`src/rtl/dac_sample_fifo.sv`:
```
// dac_sample_fifo
// Sample buffer between an upstream producer (valid/ready) and the 16-bit DAC
// serializer. Words are popped onto DATA16 on each serializer frame strobe once
// the FIFO has been prefilled. An empty FIFO at a frame strobe counts an
// underflow and sends the block back to prefill.
module dac_sample_fifo #(
  parameter int          DEPTH_LOG2 = 4,
  parameter int          PREFILL    = 8,
  parameter int          UF_MODE    = 0,
  parameter logic [15:0] MIDSCALE   = 16'h8000
) (
  input  logic                  CLK_100,
  input  logic                  RESET_N,
  input  logic [15:0]           S_DATA,
  input  logic                  S_VALID,
  output logic                  S_READY,
  input  logic                  TR_CK,
  output logic [15:0]           DATA16,
  output logic [DEPTH_LOG2:0]   FILL,
  output logic                  PRIMED,
  output logic [15:0]           UF_CNT
);

  localparam int                  DEPTH       = 2 ** DEPTH_LOG2;
  localparam logic [DEPTH_LOG2:0] FULL_CNT    = (DEPTH_LOG2 + 1)'(DEPTH);
  localparam logic [DEPTH_LOG2:0] PREFILL_CNT = (DEPTH_LOG2 + 1)'(PREFILL);

  typedef enum logic {
    ST_PREFILL,
    ST_RUN
  } state_t;

  state_t                state, state_next;
  logic [15:0]           mem [DEPTH];
  logic [DEPTH_LOG2-1:0] wr_ptr, rd_ptr;
  logic [DEPTH_LOG2:0]   count, count_next;
  logic                  tr_q;
  logic                  adv, push, pop, underflow;
  logic                  s_ready_q;
  logic [15:0]           data_q;
  logic [15:0]           uf_cnt_q;

  // Frame strobe is the rising edge of TR_CK, acted on in the same cycle;
  // a push needs the registered ready so TR_CK never reaches S_READY.
  always_comb begin
    adv  = TR_CK & ~tr_q;
    push = S_VALID & s_ready_q;
  end

  // Next-state and pop/underflow decode; frame strobes do nothing in prefill.
  always_comb begin
    // NOTE: every output of a combinational block gets a default first, so no
    // path through the case leaves a signal unassigned and infers a latch.
    state_next = state;
    pop        = 1'b0;
    underflow  = 1'b0;
    case (state)
      ST_PREFILL: begin
        if (count >= PREFILL_CNT) state_next = ST_RUN;
      end
      ST_RUN: begin
        if (adv) begin
          if (count != '0) begin
            pop = 1'b1;
          end else begin
            underflow  = 1'b1;
            state_next = ST_PREFILL;
          end
        end
      end
    endcase
  end

  // Occupancy after this edge; a simultaneous push and pop leave it unchanged.
  always_comb begin
    count_next = count;
    case ({push, pop})
      2'b10:   count_next = count + 1'b1;
      2'b01:   count_next = count - 1'b1;
      default: count_next = count;
    endcase
  end

  // Control state: FSM, TR_CK history, pointers, occupancy and ready flag.
  always_ff @(posedge CLK_100 or negedge RESET_N) begin
    // NOTE: sequential state uses non-blocking assignments so every register
    // samples pre-edge values regardless of statement order.
    if (!RESET_N) begin
      state     <= ST_PREFILL;
      tr_q      <= 1'b0;
      wr_ptr    <= '0;
      rd_ptr    <= '0;
      count     <= '0;
      s_ready_q <= 1'b0;
    end else begin
      state     <= state_next;
      tr_q      <= TR_CK;
      count     <= count_next;
      // Ready follows the post-edge count, so it can never be high while full.
      s_ready_q <= (count_next != FULL_CNT);
      if (push) wr_ptr <= wr_ptr + 1'b1;
      if (pop)  rd_ptr <= rd_ptr + 1'b1;
    end
  end

  // Sample storage, written on every accepted push.
  always_ff @(posedge CLK_100) begin
    // NOTE: the storage array has no reset; reset empties the FIFO through the
    // pointers and count, and a reset array would only cost flops and routing.
    if (push) mem[wr_ptr] <= S_DATA;
  end

  // Output word: head of FIFO on a pop, optionally midscale on underflow.
  always_ff @(posedge CLK_100 or negedge RESET_N) begin
    if (!RESET_N) begin
      data_q <= MIDSCALE;
    end else if (pop) begin
      data_q <= mem[rd_ptr];
    end else if (underflow && (UF_MODE != 0)) begin
      data_q <= MIDSCALE;
    end
  end

  // Underflow event counter, saturating at all-ones.
  always_ff @(posedge CLK_100 or negedge RESET_N) begin
    if (!RESET_N) begin
      uf_cnt_q <= '0;
    end else if (underflow && (uf_cnt_q != 16'hFFFF)) begin
      uf_cnt_q <= uf_cnt_q + 16'd1;
    end
  end

  assign S_READY = s_ready_q;
  assign DATA16  = data_q;
  assign FILL    = count;
  assign PRIMED  = (state == ST_RUN);
  assign UF_CNT  = uf_cnt_q;

endmodule
```
`config.mk`:
```
export PLATFORM = sky130hd
export DESIGN_NAME = dac_sample_fifo
export DESIGN_NICKNAME = d
export VERILOG_FILES = /design/src/rtl/dac_sample_fifo.sv
export SDC_FILE = /design/constraint.sdc
export NUM_CORES = 1
export LEC_CHECK = 0
export ABC_AREA = 1
export BUFFER_PORTS_ARGS = -buffer_cell sky130_fd_sc_hd__clkbuf_2
export CAP_MARGIN = 30
export CORE_MARGIN = 5
export CORE_UTILIZATION = 34
export CTS_CLUSTER_SIZE = 12
export DETAILED_ROUTE_END_ITERATION = 8
export HOLD_SLACK_MARGIN = 0.1
export PLACE_DENSITY_LB_ADDON = 0.3
export SLEW_MARGIN = 20
export SYNTH_ARGS = -nofsm -noshare
export SYNTH_HDL_FRONTEND = slang
export SYNTH_SLANG_ARGS = --single-unit
```
`constraint.sdc`:
```
create_clock -name CLK_100 -period 3.2 [get_ports CLK_100]
set_clock_uncertainty 0.1 [all_clocks]
set_input_delay 0.16 -clock CLK_100 [delete_from_list [all_inputs] [get_ports CLK_100]]
set_output_delay 0.16 -clock CLK_100 [all_outputs]
set_load 0.1 [all_outputs]
```
# After elaboration in Yosys (flattened, before gate mapping)
# Memories as Yosys holds them, arrays and structs flattened. A register that Yosys moved wholly into a read port is not among the register bits.
# Cells that the tools add are included.
totals:
  register_bits: 32
  ram_bits: 256
  input_bits: 20
  out_inout_bits: 39
  mem_count: 1
memory_table:
  columns: ["memory", "words", "word_bits", "read_ports", "rd_ports_with_merged_regs", "wr", "line", "text"]
  rows:
  - ["mem", 16, 16, 1, 1, 1, "34", "logic [15:0] mem [DEPTH];"]
classes:
  addsub: 5
  magnitude_cmp: 1
  n_eq_ne: 4
  mux: 12
  bitwise: 4
  reduce_logical: 3
op_table:
  columns: ["operator", "n"]
  rows:
  - ["$add 16x1->16 const B", 1]
  - ["$ne 16x16->1 const B", 1]
  - ["$mux 1", 10]
  - ["$pmux 5 s2", 1]
  - ["$add 4x1->4 const B", 2]
  - ["$add 5x1->5 const B", 1]
  - ["$ge 5x4->1 const B", 1]
  - ["$ne 5x5->1 const B", 1]
  - ["$reduce_bool 5->1", 1]
  - ["$sub 5x1->5 const B", 1]
  - ["$and 1x1->1", 2]
  - ["$eq 2x1->1 const B", 1]
  - ["$eq 2x2->1 const B", 1]
  - ["$not 1->1", 2]
  - ["$pmux 1 s2", 1]
  - ["$logic_and 1x1->1", 1]
  - ["$logic_not 1->1", 1]

# Longest topological paths before layout
# Gate-level depths: netlist (run 1).
logic_depth:
  depth_word: 7
  depth_mapped: 16
  ltp_nobuf: 16

# Worst setup path after synthesis (run 1)
# Ideal clock, no wire load.
synth_path:
  path_type: "reg-to-reg"
  from: "register count[2], in the netlist FILL[2]"
  to: "register s_ready_q, in the netlist S_READY"
  t_arrival_ns: 2.750
  required_time_ns: 2.981
  slack_ns: 0.231
  path_stages_with_launch: 16
  synth_period_minus_slack_ns: 2.969
  cell_sequence: "dfrtp_1 > inv_1 > nand3_2 > nand2_1 > inv_2 > buf_1 > ha_1 > nand2_1 > o21ai_0 > inv_1 > o21ai_0 > nand2_1 > nand3_1 > nand2_1 > nor2_1 > nand2_1"
synth_between:
  elab_chain_len: 7
synth_lines:
  columns: ["element", "line", "text"]
  rows:
  - ["start: declaration", "36", "logic [DEPTH_LOG2:0] count, count_next;"]
  - ["start signal: assignment", "98", "count <= count_next;"]
  - ["$reduce_bool 5->1", "63", "if (count != '0) begin"]
  - ["$mux 1", "63", null]
  - ["$mux 1", "62", "if (adv) begin"]
  - ["$mux 1", "57", "case (state)"]
  - ["$eq 2x1->1 / $eq 2x2->1 (equally long branches)", "77", "case ({push, pop})"]
  - ["$pmux 5 s2 *", "77", null]
  - ["net count_next[3]", "36", null]
  - ["$ne 5x5->1 *", "100", "s_ready_q <= (count_next != FULL_CNT);"]
  - ["end signal: assignment", "100", null]
  - ["end: declaration", "39", "logic s_ready_q;"]
# Mark *: on every way through the listed nets, which the timed path passes. The rest lies on a longest branch.
# A chain may end at the register's enable or synchronous reset.

==> results by group, run 1 <==
Routing
  – Antenna-violating nets left: 0
  – DRC: 0
  – Vias/cell: 5.229
  – Routed WL per cell: 21.05 um
  – Vias post-DR: 7,865
  – Final wirelength: 31.65 mm
  – Drt pass-1 iters: 5
  – Starting DRT DRC Count: 604

Yosys
  – Synth Area in Adders: 0.008230
  – Syn Nets: 954
  – Synth Instances: 926
  – Main combinational cell family by area after synthesis: compound AO/OA/AOI/OAI gates
  – Synth Flop Type: edfxtp_1
  – Yosys warnings: 0
  – Mux contribution to synthesized area: 0
  – Synth unique cells: 40
  – Simple-Gate Fraction of Synth Area: 0.09454
  – Compound-Gate Fraction of Synth Area: 0.1191
  – Xor and xnor area share after synthesis: 0.01718
  – Ys async rst share: 0.1579
  – Synth Area per Inst: 13.13 um2
  – Seq/Total Area, Yosys: 0.7309
  – Flops & latches, synth: 304
  – Mapped Area: 12,160 um2
  – Number of synthesized flops with an enable pin: 256

Placement
  – Detailed placement HPWL: 17.89 mm
  – Input/output buffers: 58
  – Dpl ws: 0.9929 ns
  – Final Wtd Congestion: 0.7702
  – Dpl cells: 1,423

Critical path
  – Setup Crit Path Kind: reg -> reg
  – Critical Path Start Type: flip-flop
  – Crit-path max FO: 39
  – CP endpoint kind: flip-flop
  – CP required: 3.58 ns
  – CP arrival: 2.60 ns

GRT
  – Largest net degree at the start of global routing: 131
  – GRT Total Usage: 0.1588
  – Initial antenna violation count: 3
  – Remaining Overflow, GRT: 0
  – Vias in the first global route: 7,752
  – First-pass GRT wire length: 48.33 mm

Cells and area
  – Multi-input logic area: 2948 um2
  – Layout filler cell count: 3,302
  – Commonest cells after routing, fill and taps aside: edfxtp_1 (256), nor2_1 (155), o21ai_0 (134)
  – Final nets: 1,043
  – Final Non-Filler Cells: 1,504
  – Sequential Area: 8896 um2
  – Layout cells sized above 1: 0.1625
  – P&R area growth vs syn: 17.43%
  – Commonest non-fill, non-tap cell in the layout: edfxtp_1

STA
  – # setup viols final: 0
  – Max Clk Rate: 451.4 MHz
  – Final worst setup slack: 0.9848 ns
  – Final period demand of the worst path: 2.215 ns
  – Slew headroom: 0.4600
  – RSZ-0062 raised after global routing: false
  – Pin slew with the least headroom to its limit: 0.8091 ns
  – Final worst-path cycle share: 0.6923
  – Fin Hold WS: 0.1395 ns
  – Pins Over Slew Limit: 0
  – Fin Setup TNS: 0 ns
  – Fin. Hold Viols: 0

Flow run
  – Max_cap viols: 0

Clocking
  – Post-CTS setup buffers: 0
  – Worst-Skew Late Latency: 0.57 ns
  – Root buf cell: clkbuf_16
  – Total CTS buffers: 31
  – Max H-tree Level: 1
  – CTS tree: done
  – CTS sink cnt: 304
  – CTS max path bufs: 3
  – Clock transition at the registers of the reported paths: 0.06 ns

Floorplan
  – Io pins: 59
  – Die footprint: 39,660 um2
  – Die height: 199.1 um
  – Core Rows: 69
  – Core area: 35,480 um2
  – Die span in x: 199.1 um
  – Starting density of the core: 0.3428

Min path
  – Hold crit path type: in -> async

Pwr
  – Worst vdd ir: 858.6 uV
  – Leakage: 4.933 nW
  – Cell Pwr Density: 933.8 nW/um2

Status
  – Outcome: finished clean
## critical path: stages, from the launching register on
cell and delay (ns):
dfrtp_2 0.63, inv_1 0.16, buf_4 0.43, o21ai_0 0.16, o221ai_1 0.26, o211ai_1 0.19
a31oi_1 0.17
## area by class of cell
| type | instances | area share |
|---|---|---|
| flip-flops and latches | 304 | 0.6229 |
| multi-input cells | 535 | 0.2064 |
| clock buffers | 51 | 0.06237 |
| repair buffers | 111 | 0.05572 |
| well taps | 461 | 0.04039 |
| inverters | 32 | 0.008673 |
| clock inverters | 7 | 0.003066 |
| diodes | 3 | 0.0005256 |
## synthesized netlist by cell type (9+ instances only)
master    instances  area, um2
a31oi_1          16      100.1
nor2_1          171      641.9
xor2_1           16      140.1
nand3_1          25      125.1
o211ai_1         19      142.6
nand4_1           9      56.30
nand2_1          45      168.9
o22ai_1          19      118.9
clkbuf_1         35      131.4
dfrtp_1          47       1176
edfxtp_1        256       7687
o21ai_0         134      670.6
o221ai_1         45      394.1
inv_1            25      93.84
buf_2            14      70.07
## worst paths after layout
kind	slack [ns]	cells past startpoint	start	end
min in group CLK_100	0.17	2	TR_CK	tr_q
max reg2reg	0.98	6	rd_ptr[1]	DATA16[4]
max	0.98	6	rd_ptr[1]	DATA16[4]
min	0.14	3	RESET_N	DATA16[2]
min reg2reg	0.40	1	UF_CNT[14]	UF_CNT[14]
max in group asynchronous	1.65	3	RESET_N	rd_ptr[0]
## routing by layer
| layer | track usage | vias to the layer above | wire length [um] |
|---|---|---|---|
| li1 | - | 3610 | - |
| met1 | 0.2301 | 4002 | 14720 |
| met2 | 0.2538 | 212 | 14650 |
| met3 | 0.02360 | 41 | 1588 |
| met4 | 0.03875 | 0 | 698 |
| met5 | 0 | - | 0 |
## flip-flops by register name (all words and copies together), names as in the netlist
| signal | cells |
|---|---|
| DATA16 | 16 |
| FILL | 5 |
| PRIMED | 1 |
| S_READY | 1 |
| UF_CNT | 16 |
| mem | 256 |
| rd_ptr | 4 |
| tr_q | 1 |
| wr_ptr | 4 |
## power by group
part	switching [mW]	total, mW	internal (mW)	leakage, nW
sequential	0.325	5.18	4.85	2.88
combinational	3.66	4.82	1.15	1.61
clock	1.45	3.34	1.89	0.451
total	5.44	13.3	7.90	4.93
## what timing repair did
item	CTS	global route
gates resized for setup	0	0
endpoints found under the hold margin	308	0
hold buffers	20	0
## stage by stage
step,total power [mW],area [um2],util
2_1_floorplan,8.643,12160,-
3_3_place_gp,10.04,13110,0.3695
3_5_place_dp,10.08,13140,0.3703
4_1_cts,13.45,14270,0.4023
5_1_grt,14.05,14280,0.4024
6_report,13.34,14280,0.4025
## cell families (layout without fill, tap and decap cells)
group | Yosys count | after routing
flip-flops | 304 | 304
AND/OR/NAND/NOR | 268 | 268
AO/OA/AOI/OAI | 236 | 236
buffers and inverters | 87 | 201
XOR/XNOR | 23 | 23
adder cells (fa/ha/maj) | 8 | 8
other | 0 | 3
Note: power is estimated with default switching activity, not from simulation.
==> inputs of run 2 (changes only) <==
==> constraint.sdc (replaced) <==
create_clock -name CLK_100 -period 2 [get_ports CLK_100]
set_clock_uncertainty 0.1 [all_clocks]
set_input_delay 0.1 -clock CLK_100 [delete_from_list [all_inputs] [get_ports CLK_100]]
set_output_delay 0.1 -clock CLK_100 [all_outputs]
set_load 0.1 [all_outputs]
==> results by group, run 2 (synthesized netlist as in run 1, its figures left out) <==
Status
  – Outcome: finished clean (unchanged)

Min path
  – Hold Crit Depth: 2
  – Worst hold start: TR_CK
  – Hold crit path type: in -> reg (was in -> async)
  – Hold worst-path end: tr_q

Clocking
  – Total CTS buffers: 31 (unchanged)
  – Max H-tree Level: 1 (unchanged)
  – CTS sink cnt: 304 (unchanged)
  – Root buf cell: clkbuf_16 (unchanged)
  – CTS max path bufs: 3 (unchanged)
  – Clock transition at the registers of the reported paths: 0.06 ns (about the same)
  – Worst-Skew Late Latency: 0.57 ns (about the same)
  – CTS tree: done (unchanged)

Routing
  – Vias post-DR: 7,832 (was 7,865)
  – Starting DRT DRC Count: 580 (was 604)
  – Routed WL per cell: 20.71 um (was 21.05 um)
  – Drt pass-1 iters: 5 (unchanged)
  – Vias/cell: 5.153 (was 5.229)
  – Antenna-violating nets left: 0 (unchanged)
  – DRC: 0 (unchanged)
  – Final wirelength: 31.48 mm (was 31.65 mm)

Pwr
  – Leakage: 5.100 nW (was 4.933 nW)
  – Worst vdd ir: 1220 uV (was 858.6 uV)
  – Cell Pwr Density: 1493 nW/um2 (was 933.8 nW/um2)

Floorplan
  – Core area: 35,480 um2 (unchanged)
  – Starting density of the core: 0.3428 (unchanged)
  – Io pins: 59 (unchanged)
  – Core Rows: 69 (unchanged)
  – Die height: 199.1 um (unchanged)
  – Die span in x: 199.1 um (unchanged)
  – Die footprint: 39,660 um2 (unchanged)

Cells and area
  – Layout cells sized above 1: 0.2181 (was 0.1625)
  – P&R area growth vs syn: 23.10% (was 17.43%)
  – Largest register by flop count: mem (unchanged)
  – Final instance area: 14,970 um2 (was 14,280 um2)
  – Commonest cells after routing, fill and taps aside: edfxtp_1 (256), nor2_1 (153), o21ai_0 (131) (was edfxtp_1 (256), nor2_1 (155), o21ai_0 (134))
  – Final nets: 1,064 (was 1,043)
  – Max reg flops: 256 (unchanged)
  – Post-layout util: 0.4220 (was 0.4025)
  – Layout filler cell count: 3,262 (was 3,302)
  – Antenna Cells: 0 (was 3)
  – Commonest non-fill, non-tap cell in the layout: edfxtp_1 (unchanged)

GRT
  – GRT Total Usage: 0.1560 (was 0.1588)
  – Largest net degree at the start of global routing: 107 (was 131)
  – Initial antenna violation count: 1 (was 3)
  – Remaining Overflow, GRT: 0 (unchanged)
  – Vias in the first global route: 7,697 (was 7,752)
  – First-pass GRT wire length: 47.53 mm (was 48.33 mm)

Critical path
  – CP required: 2.41 ns (was 3.58 ns)
  – Setup Crit Path Kind: reg -> reg (unchanged)
  – Reg2reg path depth: 16 (was 6)
  – CP arrival: 2.37 ns (was 2.60 ns)
  – R2R Path End: S_READY (was DATA16[4])
  – Crit-path max FO: 4 (was 39)
  – Critical Path Start Type: flip-flop (unchanged)
  – Slowest CP cell: dfrtp_4 (was dfrtp_2)
  – Launching point of the worst reg2reg path: FILL[1] (was rd_ptr[1])
  – Worst path cell trace: nor2_4 -> nand3_4 -> nand3_4 -> nand2_4 -> nand2_4 -> inv_4 -> ha_4 -> a21oi_4 -> inv_2 -> nand2_2 -> nand3_2 -> o21ai_2 -> inv_1 -> nand2_1 -> nor2_2 -> nand2_1 (was inv_1 -> buf_4 -> o21ai_0 -> o221ai_1 -> o211ai_1 -> a31oi_1)
  – Crit path buffers/inverters: 3 (was 2)
  – Worst Setup SP: FILL[1] (was rd_ptr[1])
  – Cell family with most CP delay: simple AND/OR/NAND/NOR gates (was compound AO/OA/AOI/OAI gates)
  – CP endpoint kind: flip-flop (unchanged)
  – Worst path max stage delay: 0.49 ns (was 0.63 ns)
  – R2R setup slack: 0.04 ns (was 0.98 ns)

STA
  – Fin Hold WS: 0.1521 ns (was 0.1395 ns)
  – Slew headroom: 0.5733 (was 0.4600)
  – Final period demand of the worst path: 1.960 ns (was 2.215 ns)
  – Pin slew with the least headroom to its limit: 0.6427 ns (was 0.8091 ns)
  – Final worst-path cycle share: 0.9799 (was 0.6923)
  – Max Clk Rate: 510.3 MHz (was 451.4 MHz)
  – Pins Over Slew Limit: 0 (unchanged)
  – # setup viols final: 0 (unchanged)
  – RSZ-0062 raised after global routing: true (was false)
  – Fin. Hold Viols: 0 (unchanged)

Flow run
  – Max_cap viols: 0 (unchanged)

Placement
  – Input/output buffers: 58 (unchanged)
  – Final Wtd Congestion: 0.7741 (was 0.7702)
  – Detailed placement HPWL: 17.88 mm (was 17.89 mm)
  – Post-place instance area: 13,700 um2 (was 13,140 um2)
run 2: cell count changes in the layout (fill, tap and decap cells not counted), sizes merged:
cell / change
buf: +21
bufinv: +1
clkbuf: -1
clkinv: -3
clkinvlp: +1
diode: -3
run 2: area by class of cell:
class	instances	area, um2	area share
Clock inverter	6	68.82	0.004596
Multi-Input combinational cell	535	3163	0.2112
Tap cell	461	576.8	0.03852
Sequential cell	304	8945	0.5974
Clock buffer	50	867.1	0.05791
Inverter	32	131.4	0.008774
Timing Repair Buffer	132	1221	0.08156
run 2: metal layers:
metal  vias up  wire [um]  GRT usage
met5         -         13          0
met3        51       1935    0.02563
met1      3890      14230     0.2243
li1       3659          -          -
met4         2        577    0.03749
met2       230      14720     0.2498
run 2: repair_timing:
item / in CTS / in global routing
hold buffers: 20 / 0
buffers inserted: 5 / 3
hold endpoints to repair: 314 / 0
resized for setup: 4 / 16
gates cloned: 0 / 0
pin swaps: 5 / 17
endpoints found under the setup margin: 1 / 3
run 2: power breakdown:
group          switching, mW  internal [mW]  total (mW)
registers              0.406           7.82        8.22
logic                   6.32           2.40        8.72
clock network           2.34           3.08        5.42
total                   9.06           13.3        22.4
run 2: worst reg2reg max path, cell delays in order, from the launching register on:
cell and delay (ns):
dfrtp_4 0.49, nor2_4 0.15, nand3_4 0.13, nand3_4 0.10, nand2_4 0.06, nand2_4 0.08
inv_4 0.04, ha_4 0.15, a21oi_4 0.12, inv_2 0.06, nand2_2 0.07, nand3_2 0.08
o21ai_2 0.06, inv_1 0.05, nand2_1 0.07, nor2_2 0.04, nand2_1 0.06
run 2: worst max path at each step:
| stage | cells after the start | slack (ns) | to |
|---|---|---|---|
| 2_1_floorplan | 14 | -0.12 | S_READY |
| 5_1_grt | 16 | -0.08 | S_READY |
| 3_3_place_gp | 15 | -0.006 | S_READY |
| 6_report | 16 | 0.04 | S_READY |
| 4_1_cts | 13 | 0.006 | S_READY |
| 3_5_place_dp | 15 | -0.03 | S_READY |
run 2: stage by stage:
step	total power, mW	worst slack, ns	TNS [ns]	instances
floorplan	14.15	-0.1181	-0.1829	926
global placement	16.75	-0.005668	-0.005668	1437
detailed placement	16.84	-0.02712	-0.02712	1437
CTS	22.38	0.005509	0	1518
global route	23.48	-0.07612	-0.1051	1520
finish	22.36	0.04018	0	1520
==> inputs of run 3 (changes only) <==
--- a/config.mk
+++ b/config.mk
@@ -14,7 +14,9 @@
 export DETAILED_ROUTE_END_ITERATION = 8
 export HOLD_SLACK_MARGIN = 0.1
 export PLACE_DENSITY_LB_ADDON = 0.3
+export SETUP_SLACK_MARGIN = 0.4
 export SLEW_MARGIN = 20
 export SYNTH_ARGS = -nofsm -noshare
 export SYNTH_HDL_FRONTEND = slang
 export SYNTH_SLANG_ARGS = --single-unit
+export TNS_END_PERCENT = 5
==> results by group, run 3 (synthesized netlist as in run 1, its figures left out) <==
Clocking
  – Clock transition at the registers of the reported paths: 0.06 ns (about the same)
  – CTS sink cnt: 304 (unchanged)
  – Total CTS buffers: 34 (was 31)
  – Root buf cell: clkbuf_16 (unchanged)
  – CTS tree: done (unchanged)
  – CTS max path bufs: 3 (unchanged)
  – Max H-tree Level: 2 (was 1)
  – Worst-Skew Late Latency: 0.52 ns (was 0.57 ns)

Cells and area
  – Largest register by flop count: mem (unchanged)
  – Layout cells sized above 1: 0.3189 (was 0.2181)
  – Antenna Cells: 0 (unchanged)
  – Final Non-Filler Cells: 1,568 (was 1,520)
  – Final instance area: 16,180 um2 (was 14,970 um2)
  – Commonest non-fill, non-tap cell in the layout: edfxtp_1 (unchanged)
  – Commonest cells after routing, fill and taps aside: edfxtp_1 (256), nor2_1 (126), o21ai_0 (88) (was edfxtp_1 (256), nor2_1 (153), o21ai_0 (131))
  – Layout filler cell count: 3,111 (was 3,262)
  – Final nets: 1,111 (was 1,064)
  – P&R area growth vs syn: 33.04% (was 23.10%)
  – Max reg flops: 256 (unchanged)

Pwr
  – Leakage: 5.648 nW (was 5.100 nW)
  – Cell Pwr Density: 1572 nW/um2 (was 1493 nW/um2)
  – Clock power frac: 0.245 (was 0.242)
  – Final Total Pwr: 25.44 mW (was 22.36 mW)
  – Gate power share: 0.427 (was 0.390)
  – Worst vdd ir: 1702 uV (was 1220 uV)
  – NetSw: 10.32 mW (was 9.063 mW)
  – Seq pwr share: 0.328 (was 0.368)
  – P_int: 15.12 mW (was 13.30 mW)
  – Switching Fraction: 0.4056 (was 0.4053)

STA
  – Final worst-path cycle share: 0.9839 (was 0.9799)
  – Slew headroom: 0.5682 (was 0.5733)
  – # setup viols final: 0 (unchanged)
  – Fin. Hold Viols: 1 (was 0)
  – RSZ-0062 raised after global routing: true (unchanged)
  – Pins Over Slew Limit: 0 (unchanged)
  – Max Clk Rate: 508.2 MHz (was 510.3 MHz)
  – Pin slew with the least headroom to its limit: 0.6504 ns (was 0.6427 ns)
  – Final period demand of the worst path: 1.968 ns (was 1.960 ns)
  – Fin Hold WS: -0.04238 ns (was 0.1521 ns)
  – Fin Setup TNS: 0 ns (unchanged)

Routing
  – Final wirelength: 36.75 mm (was 31.48 mm)
  – Drt pass-1 iters: 5 (unchanged)
  – Starting DRT DRC Count: 864 (was 580)
  – DRC: 0 (unchanged)
  – Antenna-violating nets left: 0 (unchanged)
  – Vias post-DR: 8,471 (was 7,832)
  – Vias/cell: 5.402 (was 5.153)
  – Routed WL per cell: 23.44 um (was 20.71 um)

Floorplan
  – Starting density of the core: 0.3428 (unchanged)
  – Io pins: 59 (unchanged)
  – Die height: 199.1 um (unchanged)
  – Core Rows: 69 (unchanged)
  – Die span in x: 199.1 um (unchanged)
  – Core area: 35,480 um2 (unchanged)
  – Die footprint: 39,660 um2 (unchanged)

Critical path
  – CP Capture Point: S_READY (unchanged)
  – Setup Crit Path Kind: reg -> reg (unchanged)
  – R2R setup slack: 0.03 ns (was 0.04 ns)
  – R2R Path End: S_READY (unchanged)
  – Reg2reg path depth: 13 (was 16)
  – Worst Setup SP: PRIMED (was FILL[1])
  – Launching point of the worst reg2reg path: PRIMED (was FILL[1])
  – CP arrival: 2.27 ns (was 2.37 ns)
  – CP required: 2.31 ns (was 2.41 ns)
  – CP endpoint kind: flip-flop (unchanged)
  – Critical Path Start Type: flip-flop (unchanged)
  – Crit-path max FO: 4 (unchanged)

GRT
  – Remaining Overflow, GRT: 0 (unchanged)
  – First-pass GRT wire length: 51.77 mm (was 47.53 mm)
  – GRT Total Usage: 0.1740 (was 0.1560)
  – Largest net degree at the start of global routing: 66 (was 107)
  – Initial antenna violation count: 1 (unchanged)
  – Vias in the first global route: 8,095 (was 7,697)

Status
  – Outcome: finished, violations left (was finished clean)
  – Failing checks: hold timing

Placement
  – Final Wtd Congestion: 0.8059 (was 0.7741)
  – Input/output buffers: 58 (unchanged)
  – Dpl cells: 1,448 (was 1,437)
  – Detailed placement HPWL: 18.88 mm (was 17.88 mm)
  – Post-place instance area: 13,730 um2 (was 13,700 um2)

Min path
  – Hold crit path type: in -> reg (unchanged)

Flow run
  – Max_cap viols: 0 (unchanged)
## run 3: how the worst min path moves through the flow
stage,from,end,cells past startpoint
floorplan,RESET_N,DATA16[0],0
global placement,RESET_N,UF_CNT[0],2
detailed placement,RESET_N,UF_CNT[6],2
CTS,TR_CK,tr_q,1
global route,S_VALID,wr_ptr[0],4
finish,S_VALID,wr_ptr[0],4
## run 3: through the flow
| stage | setup WS (ns) | util |
|---|---|---|
| finish | 0.03214 | 0.4560 |
| global placement | 0.02654 | 0.3871 |
| floorplan | -0.1180 | - |
| CTS | 0.02470 | 0.4344 |
| global route | -0.1136 | 0.4560 |
| detailed placement | -0.01673 | 0.3871 |
## run 3: cell type report
class	instances	area, um2	area share
repair buffers	176	1911	0.1181
multi-input cells	535	3487	0.2155
well taps	461	576.8	0.03565
inverters	32	146.4	0.009047
clock buffers	50	950.9	0.05876
clock inverters	10	176.4	0.01090
flip-flops and latches	304	8934	0.5521
## run 3: power by group through the flow
stage	Combinational (mW)	Clock [mW]	Sequential (mW)
after floorplan	4.09	0	10.1
after global placement	8.42	0	8.37
after detailed placement	8.47	0	8.40
after CTS	9.31	6.34	8.32
after global routing	11.5	6.60	8.42
final	10.9	6.22	8.35
## run 3: metal layers
layer  track usage  routed length (um)
met1        0.2475               15400
met2        0.2778               17180
met3       0.03119                3253
met4       0.04559                 904
met5             0                   7
## run 3: what timing repair did
action / CTS / global route
pin swaps: 12 / 78
hold buffers: 18 / 1
setup endpoints to repair: 280 / 312
gates resized for setup: 20 / 185
endpoints found under the hold margin: 310 / 5
setup buffers: 13 / 15
cloned: 6 / 7
## run 3: critical path, cell delays in order (launching register included)
cell,delay [ns]
dfrtp_4,0.43
nand2_4,0.06
nor2_4,0.17
nand3_4,0.09
buf_4,0.13
buf_4,0.14
nand2_1,0.08
nand2_2,0.08
inv_2,0.09
nand2_2,0.07
o21ai_2,0.13
nand4_1,0.12
nand2_2,0.09
nand2_1,0.05
